File: src/rtl/addsub_pkg.sv
// Shared types and helpers for the digit-serial signed adder/subtractor.
package addsub_pkg;

    typedef enum logic [1:0] {
        ST_IDLE,
        ST_RUN,
        ST_DONE
    } addsub_st_e;

    // Width of the step counter: enough to count WIDTH/DIGIT steps, never less than one bit.
    function automatic int cnt_w(input int width, input int digit);
        int steps;
        steps = width / digit;
        if (steps <= 2) begin
            return 1;
        end
        return $clog2(steps);
    endfunction

endpackage

File: src/rtl/addsub_serial_if.sv
// Request/result bundle for the digit-serial adder/subtractor.
interface addsub_serial_if #(
    parameter int WIDTH = 8
);
    logic             start_i;
    logic             sub_i;
    logic [WIDTH-1:0] a_i;
    logic [WIDTH-1:0] b_i;
    logic             ready_o;
    logic             busy_o;
    logic             done_o;
    logic [WIDTH-1:0] sum_o;
    logic             cout_o;
    logic             ovf_o;

    modport master (
        output start_i, sub_i, a_i, b_i,
        input  ready_o, busy_o, done_o, sum_o, cout_o, ovf_o
    );

    modport slave (
        input  start_i, sub_i, a_i, b_i,
        output ready_o, busy_o, done_o, sum_o, cout_o, ovf_o
    );
endinterface

File: src/rtl/addsub_digit.sv
// Combinational DIGIT-bit ripple adder; also exposes the carry into its top bit
// so the caller can form signed overflow on the final digit.
module addsub_digit #(
    parameter int DIGIT = 1
) (
    input  logic [DIGIT-1:0] a,
    input  logic [DIGIT-1:0] b,
    input  logic             cin,
    output logic [DIGIT-1:0] s,
    output logic             cout,
    output logic             cmsb
);

    // Ripple the carry through the digit, remembering the carry entering the top bit.
    always_comb begin
        logic carry;
        carry = cin;
        s     = '0;
        cmsb  = cin;
        for (int i = 0; i < DIGIT; i++) begin
            cmsb  = carry;
            s[i]  = a[i] ^ b[i] ^ carry;
            carry = (a[i] & b[i]) | (carry & (a[i] ^ b[i]));
        end
        cout = carry;
    end

endmodule

File: src/rtl/addsub_serial.sv
// Digit-serial signed adder/subtractor: captures operands on start, consumes
// DIGIT bits per clock LSB first, and presents sum/carry/overflow with a done pulse.
module addsub_serial
    import addsub_pkg::*;
#(
    parameter int WIDTH = 8,
    parameter int DIGIT = 1
) (
    input logic           clk,
    input logic           rst_n,
    addsub_serial_if.slave bus
);

    localparam int STEPS = WIDTH / DIGIT;
    localparam int CW    = cnt_w(WIDTH, DIGIT);
    localparam logic [CW-1:0] LAST = CW'(STEPS - 1);

    if (WIDTH < 2 || DIGIT < 1 || DIGIT > WIDTH || (WIDTH % DIGIT) != 0) begin : g_bad_params
        $error("addsub_serial: illegal WIDTH/DIGIT combination");
    end

    addsub_st_e       state;
    addsub_st_e       next_state;
    logic [WIDTH-1:0] a_sh;
    logic [WIDTH-1:0] b_sh;
    logic [WIDTH-1:0] res_sh;
    logic [WIDTH-1:0] res_next;
    logic             carry;
    logic [CW-1:0]    cnt;
    logic [WIDTH-1:0] sum_q;
    logic             cout_q;
    logic             ovf_q;
    logic [DIGIT-1:0] dsum;
    logic             dcout;
    logic             dcmsb;

    addsub_digit #(
        .DIGIT (DIGIT)
    ) u_digit (
        .a    (a_sh[DIGIT-1:0]),
        .b    (b_sh[DIGIT-1:0]),
        .cin  (carry),
        .s    (dsum),
        .cout (dcout),
        .cmsb (dcmsb)
    );

    // State register.
    always_ff @(posedge clk or negedge rst_n) begin
        if (!rst_n) begin
            state <= ST_IDLE;
        end else begin
            state <= next_state;
        end
    end

    // Next-state: accept only in IDLE, leave RUN after the last digit, DONE lasts one cycle.
    always_comb begin
        next_state = state;
        case (state)
            ST_IDLE: if (bus.start_i) next_state = ST_RUN;
            ST_RUN:  if (cnt == LAST) next_state = ST_DONE;
            ST_DONE: next_state = ST_IDLE;
            default: next_state = ST_IDLE;
        endcase
    end

    // Status outputs are decoded from the state register only.
    always_comb begin
        bus.ready_o = (state == ST_IDLE);
        bus.busy_o  = (state == ST_RUN);
        bus.done_o  = (state == ST_DONE);
    end

    // Result shift register takes the new digit at its top so the word lands LSB-aligned after the last step.
    always_comb begin
        res_next = res_sh >> DIGIT;
        res_next[WIDTH-1 -: DIGIT] = dsum;
    end

    // Datapath: load operands (B pre-inverted and carry seeded for subtract), then shift one digit per RUN cycle.
    always_ff @(posedge clk or negedge rst_n) begin
        if (!rst_n) begin
            a_sh   <= '0;
            b_sh   <= '0;
            res_sh <= '0;
            carry  <= 1'b0;
            cnt    <= '0;
            sum_q  <= '0;
            cout_q <= 1'b0;
            ovf_q  <= 1'b0;
        end else begin
            case (state)
                ST_IDLE: begin
                    if (bus.start_i) begin
                        a_sh   <= bus.a_i;
                        b_sh   <= bus.b_i ^ {WIDTH{bus.sub_i}};
                        res_sh <= '0;
                        carry  <= bus.sub_i;
                        cnt    <= '0;
                    end
                end
                ST_RUN: begin
                    a_sh   <= a_sh >> DIGIT;
                    b_sh   <= b_sh >> DIGIT;
                    res_sh <= res_next;
                    carry  <= dcout;
                    cnt    <= cnt + 1'b1;
                    if (cnt == LAST) begin
                        sum_q  <= res_next;
                        cout_q <= dcout;
                        ovf_q  <= dcmsb ^ dcout;
                    end
                end
                default: begin
                end
            endcase
        end
    end

    assign bus.sum_o  = sum_q;
    assign bus.cout_o = cout_q;
    assign bus.ovf_o  = ovf_q;

endmodule

File: src/flat_wrapper.sv
// flat-port wrapper written by rule: the top's interface ports become plain ports
module addsub_serial_flat import addsub_pkg::*;
#(
    parameter int WIDTH = 8,
    parameter int DIGIT = 1
)
  (clk, rst_n, bus_start_i, bus_sub_i, bus_a_i, bus_b_i, bus_ready_o, bus_busy_o, bus_done_o, bus_sum_o, bus_cout_o, bus_ovf_o);
  addsub_serial_if #(.WIDTH(WIDTH)) bus_i ();
  input logic clk;
  input logic rst_n;
  input wire logic [$bits(bus_i.start_i)-1:0] bus_start_i;
  input wire logic [$bits(bus_i.sub_i)-1:0] bus_sub_i;
  input wire logic [$bits(bus_i.a_i)-1:0] bus_a_i;
  input wire logic [$bits(bus_i.b_i)-1:0] bus_b_i;
  output wire logic [$bits(bus_i.ready_o)-1:0] bus_ready_o;
  output wire logic [$bits(bus_i.busy_o)-1:0] bus_busy_o;
  output wire logic [$bits(bus_i.done_o)-1:0] bus_done_o;
  output wire logic [$bits(bus_i.sum_o)-1:0] bus_sum_o;
  output wire logic [$bits(bus_i.cout_o)-1:0] bus_cout_o;
  output wire logic [$bits(bus_i.ovf_o)-1:0] bus_ovf_o;
  assign bus_i.start_i = bus_start_i;
  assign bus_i.sub_i = bus_sub_i;
  assign bus_i.a_i = bus_a_i;
  assign bus_i.b_i = bus_b_i;
  assign bus_ready_o = bus_i.ready_o;
  assign bus_busy_o = bus_i.busy_o;
  assign bus_done_o = bus_i.done_o;
  assign bus_sum_o = bus_i.sum_o;
  assign bus_cout_o = bus_i.cout_o;
  assign bus_ovf_o = bus_i.ovf_o;
  addsub_serial #(.WIDTH(WIDTH), .DIGIT(DIGIT)) u_core (.clk(clk), .rst_n(rst_n), .bus(bus_i));
endmodule
File: config.mk
export PLATFORM = sky130hd
export DESIGN_NAME = addsub_serial_flat
export DESIGN_NICKNAME = d
export VERILOG_FILES = /design/src/rtl/addsub_pkg.sv /design/src/rtl/addsub_serial_if.sv /design/src/rtl/addsub_digit.sv /design/src/rtl/addsub_serial.sv /design/src/flat_wrapper.sv
export SDC_FILE = /design/constraint.sdc
export NUM_CORES = 1
export LEC_CHECK = 0
export ABC_AREA = 1
export BUFFER_PORTS_ARGS = -buffer_cell sky130_fd_sc_hd__buf_2
export CORE_MARGIN = 1
export CORE_UTILIZATION = 40
export CTS_BUF_LIST = sky130_fd_sc_hd__clkbuf_8
export DETAILED_ROUTE_END_ITERATION = 6
export HOLD_SLACK_MARGIN = 0.08
export PLACE_DENSITY = 0.64
export SYNTH_ARGS = -nofsm -noshare
export SYNTH_HDL_FRONTEND = slang
export SYNTH_HIERARCHICAL = 1
export SYNTH_SLANG_ARGS = --single-unit
File: constraint.sdc
create_clock -name clk -period 1.4 [get_ports clk]
set_clock_uncertainty 0.15 [all_clocks]
set_input_delay 0.21 -clock clk [delete_from_list [all_inputs] [get_ports clk]]
set_output_delay 0.21 -clock clk [all_outputs]
set_load 0.05 [all_outputs]
==> results of run 1 <==
## worst max path at each step
stage | startpoint | cells past startpoint | end
3_5_place_dp | u_core/cnt[0] | 6 | u_core/bus.sum_o[1]
6_report | u_core/state[1] | 3 | bus_ready_o
3_3_place_gp | u_core/cnt[0] | 6 | u_core/bus.ovf_o
5_1_grt | u_core/state[1] | 3 | bus_ready_o
4_1_cts | u_core/state[1] | 2 | bus_busy_o
2_1_floorplan | u_core/cnt[0] | 6 | u_core/bus.cout_o
## kinds of logic after synthesis
family          Yosys count
flops                    39
simple gates            143
xor+xnor                  2
compound gates            8
fa+ha+maj                 3
buf+inv                  26
## flip-flops by register name (all words and copies together) (netlist names)
signal / count
u_core/res_sh: 7
u_core/bus.ovf_o: 1
u_core/cnt: 3
u_core/carry: 1
u_core/a_sh: 8
u_core/state: 2
u_core/bus.cout_o: 1
u_core/bus.sum_o: 8
u_core/b_sh: 8
## layer usage
layer,GRT usage,vias to the layer above
li1,-,830
met1,0.232,722
met2,0.301,31
met3,0.0451,2
met4,0.0680,0
met5,0,-
## cells in the mapped netlist
| cell | number | area share |
|---|---|---|
| nand2_1 | 86 | 0.18 |
| nand3_1 | 51 | 0.14 |
| dfrtp_1 | 39 | 0.54 |
| inv_1 | 12 | 0.025 |
| buf_2 | 10 | 0.028 |
| o21ai_0 | 5 | 0.014 |
| nor2_2 | 3 | 0.010 |
| o21ai_2 | 3 | 0.014 |
| ha_1 | 2 | 0.014 |
| inv_2 | 2 | 0.0041 |
| nand2_2 | 2 | 0.0069 |
| xor2_1 | 2 | 0.0096 |
| buf_4 | 1 | 0.0041 |
| clkinv_1 | 1 | 0.0021 |
| fa_1 | 1 | 0.011 |
| nor2_1 | 1 | 0.0021 |
## stage by stage
stage	total power (µW)	setup WS (ps)
finish	5070	-108
global route	5420	-157
CTS	5000	-114
global placement	4090	-58.2
detailed placement	4110	-71.1
floorplan	3440	11.8
## worst max-delay path, delay by kind of cell (launching register included)
| family | cells | cell delay (ps) |
|---|---|---|
| buffers and inverters | 2 | 290 |
| flip-flops | 1 | 450 |
| AND/OR/NAND/NOR | 1 | 120 |
## placed cells by master, fill, tap and decap left out, drive strengths merged, types with 2 or more instances in the layout
cell         netlist  final
clkbuf             0      6
ha                 2      2
dlygate4sd3        0     10
buf               11     54
nor2               4      4
o21ai              8      8
nand2             88     88
xor2               2      2
nand3             51     51
inv               14     16
dfrtp             39     39
## where the power goes
part	switching (µW)	internal (µW)
clock network	380	341
logic	1580	927
registers	250	1590
## what timing repair did
item | 4_1_cts | 5_1_grt
cloned | 0 | 1
setup endpoints to repair | 10 | 30
gates resized for setup | 14 | 14
hold buffers | 10 | 0
setup buffers | 4 | 0
pin swaps | 2 | 4
endpoints found under the hold margin | 48 | 0
## area by class of cell
cell class              instances  share of cell area
multi-input cells             156               0.308
well taps                      52              0.0263
inverters                      15              0.0237
clock inverters                 3             0.00657
clock buffers                   5              0.0278
flip-flops and latches         39               0.395
repair buffers                 65               0.213
==> flow_summary.toml, run 1 <==
[yosys]
ys_ff_latch = 39
synth_top_family_by_area = "simple AND/OR/NAND/NOR gates"
synth_xor_area_frac = 0.00964
yosys.cell_types.count = 16
netlist_instances = 221
synth_mux_area_frac = 0
yosys_warnings = 6
synth-simple-area-share = 0.337
synthAdderAreaFrac = 0.0248
ys_seq_area_frac = 0.537
netlist_area_um2 = 1820
syn_nets = 244
avgSynthCellArea_um2 = 8.22
synth_compound_area_frac = 0.0282

[critical_path]
required_ps = 1040
crit_path_max_incr_delay_ps = 450
r2r_cells = 8
worstPathArrival_ps = 1150
reg2reg_from = "u_core/state[1]"
cp_cell_sequence = "buf_6 > nor2_4 > buf_8"
start_kind = "flop"
path_class = "flop to output port"
r2r_end = "u_core/b_sh[6]"
worst_path_max_delay_cell = "dfrtp_2"
cp_max_fo = 3
rrSetupSlack_ps = 0
cp-end-kind = "output port"

[global_routing]
grt_start_max_net_pins = 27
grtUsageTotal = 0.182
grt_pass1_wl_um = 6890
grt_pass1_vias = 1549
grt_overflow_total = 0
antenna_found_initial = 0

[floorplan]
die_w_um = 69.4
coreArea_um2 = 4350
initial_core_util = 0.417
dieHeight_um = 69.4
ios = 33
rows = 24
dieArea_um2 = 4820

[timing]
finalSetupViolations = 3
whs_ps = 89.7
hold_viol_final = 0
tns_ps = -216
layout_setup_ws_ps = -108
min_period_over_period = 1.08
grt_setup_unrepaired = "yes"
fmax_ghz = 0.663
slew_viol_final = 0
slew_headroom = 0.781
max_slew.worst_pin.slew_ps = 329
period_minus_slack_ps = 1510

[placement]
gp_congestion = 0.739
place_hpwl_um = 2510
dpl_cell_area_um2 = 2150
place_inst = 312
port_buffers = 32

[finish]
fin_area_um2 = 2480
fin_cells = 335
fillers = 399
diodes = 0
layout-drive-gt1-share = 0.279
layout.nets = 305
post-route-util = 0.569
multiInputGateArea_um2 = 762
ff_latch_area_um2 = 977
syn2layout_area_growth_pct = 36.3

[hold_path]
min_path_cells = 5
hold_path_startpoint = "bus_b_i[0]"
whs_endpoint = "u_core/b_sh[0]"
hp-class = "primary input to flop"

[cts]
cts_tree = "built"
clock-sinks = 39
htreeDepth = 2
cts_root_buf = "clkbuf_8"
cts_buffers = 5
clk_latency_ps = 280
clk_path_buf_depth = 2
clk_pin_slew_worst_paths_ps = 80

[route]
dr.pass1.iters = 4
dr_wl_met2_um = 1870
drc = 0
ant_nets = 0
routedLengthMet1_um = 1800
wl_per_cell_um = 11.4
wl_met3_um = 127
maxUsedRoutingLayer = "met4"
drtIter0Drc = 77
vias = 1585
finalWirelength_um = 3830
vias_per_cell = 4.73

[power]
p_leak_uw = 0.00134
peakVddDrop_uv = 792
p_per_area_nw_per_um2 = 2050

[status]
violations = "negative setup slack"
status = "finished with violations"

[flow_run]
drv_cap = 0
Power figures use the tool's default switching activity.
==> run 2, diff against run 1 <==
--- a/config.mk
+++ b/config.mk
@@ -7,7 +7,7 @@
 export LEC_CHECK = 0
 export ABC_AREA = 1
 export BUFFER_PORTS_ARGS = -buffer_cell sky130_fd_sc_hd__buf_2
-export CORE_MARGIN = 1
+export CORE_MARGIN = 5
 export CORE_UTILIZATION = 40
 export CTS_BUF_LIST = sky130_fd_sc_hd__clkbuf_8
 export DETAILED_ROUTE_END_ITERATION = 6
==> flow_summary.toml, run 2 (synthesis results as in run 1) <==
[critical_path]
crit_path_max_incr_delay_ps = 420
rrSetupSlack_ps = -80
cp_cell_sequence = "buf_6 > nor2_4 > buf_8"
worst_path_max_delay_cell = "dfrtp_1"
worstSetupEndpoint = "bus_ready_o"
crit_start = "u_core/state[0]"
worstPathArrival_ps = 1160
r2r_cells = 9
r2r_end = "u_core/b_sh[6]"
path_class = "flop to output port"
required_ps = 1040
cp-end-kind = "output port"
start_kind = "flop"
cp_max_fo = 3
path_delay_family = "flip-flops"
reg2reg_from = "u_core/state[0]"
worst-path-stages = 3
critPathBufInv = 2

[status]
status = "finished with violations"
violations = "negative setup slack"

[cts]
cts_root_buf = "clkbuf_8"
htreeDepth = 2
cts_tree = "built"
clk_path_buf_depth = 2
clk_pin_slew_worst_paths_ps = 70
clock-sinks = 39
cts_buffers = 5
clk_latency_ps = 290

[power]
p_leak_uw = 0.00139
peakVddDrop_uv = 930
p_per_area_nw_per_um2 = 2150
power_uw = 5560

[placement]
gp_congestion = 0.746
place_ws_ps = -64.2
place_hpwl_um = 2740
port_buffers = 32
place_inst = 312

[route]
wl_per_cell_um = 12.9
vias = 1635
dr.pass1.iters = 4
finalWirelength_um = 4410
drc = 0
ant_nets = 0
vias_per_cell = 4.79
drtIter0Drc = 99

[global_routing]
grt_pass1_vias = 1558
grt_pass1_wl_um = 7070
antenna_found_initial = 0
grt_start_max_net_pins = 40
grtUsageTotal = 0.145
grt_overflow_total = 0

[finish]
fin_cells = 341
mostFrequentLayoutCells = "nand2_1, nand3_1, dfrtp_1"
final_common_cell = "nand2_1"
diodes = 0
syn2layout_area_growth_pct = 42.6
layout-drive-gt1-share = 0.291
layout.nets = 311

[timing]
slew_viol_final = 0
max_slew.worst_pin.slew_ps = 256
hold_viol_final = 0
slew_headroom = 0.830
period_minus_slack_ps = 1520
finalSetupViolations = 10
min_period_over_period = 1.09
layout_setup_ws_ps = -124
whs_ps = 89.0
grt_setup_unrepaired = "yes"
fmax_ghz = 0.656

[floorplan]
initial_core_util = 0.414
rows = 24
dieHeight_um = 77.4
die_w_um = 77.4
dieArea_um2 = 5990
ios = 33
coreArea_um2 = 4380

[hold_path]
hp-class = "primary input to flop"

[flow_run]
drv_cap = 0
-- run 2: changes by cell type in the layout (fill, tap and decap cells not counted), sizes merged --
cell | previous run | this run
buf | 54 | 55
bufinv | 0 | 1
clkbuf | 6 | 8
clkinvlp | 1 | 0
dlygate4sd3 | 10 | 14
inv | 16 | 15
-- run 2: worst min-delay path, cell delays in order --
cell     delay (ps)
buf_2            80
nand2_1          50
nand2_1          60
nand2_1          40
nand3_1          60
-- run 2: area by class of cell --
cell class / count / area [µm²]
fillers: 392 / 1790
flip-flops and latches: 39 / 977
multi-input cells: 156 / 772
repair buffers: 71 / 599
clock buffers: 6 / 82.6
well taps: 52 / 65.1
inverters: 15 / 58.8
clock inverters: 2 / 35.0
-- run 2: worst min-delay path by stage --
stage	start	to	cells past startpoint
2_1_floorplan	rst_n	u_core/a_sh[0]	0
3_3_place_gp	rst_n	u_core/bus.sum_o[0]	2
3_5_place_dp	rst_n	u_core/bus.sum_o[1]	2
4_1_cts	bus_b_i[5]	u_core/b_sh[5]	5
5_1_grt	bus_b_i[0]	u_core/b_sh[0]	5
6_report	bus_b_i[5]	u_core/b_sh[5]	5
-- run 2: power breakdown --
part	internal (µW)	leakage, µW	switching (µW)
clock	577	0.0000612	396
combinational	1070	0.000827	1660
sequential	1590	0.000499	275
-- run 2: stage by stage --
stage / area, µm² / setup TNS, ps / util
finish: 2590 / -432 / 0.591
global route: 2590 / -1130 / 0.591
CTS: 2450 / -417 / 0.558
detailed placement: 2140 / -327 / 0.488
global placement: 2140 / -210 / 0.488
floorplan: 1820 / 0 / -
-- run 2: what timing repair did --
action,4_1_cts,5_1_grt
hold endpoints to repair,52,0
cloned,0,2
hold buffers,14,0
resized for setup,12,21
endpoints found under the setup margin,14,25
setup buffers,2,3
pin swaps,1,9
-- run 2: metal layers --
metal,global-route usage,share of wire
met1,0.188,0.47
met5,0,0
met3,0.0394,0.037
met4,0.0447,0.0082
met2,0.239,0.48
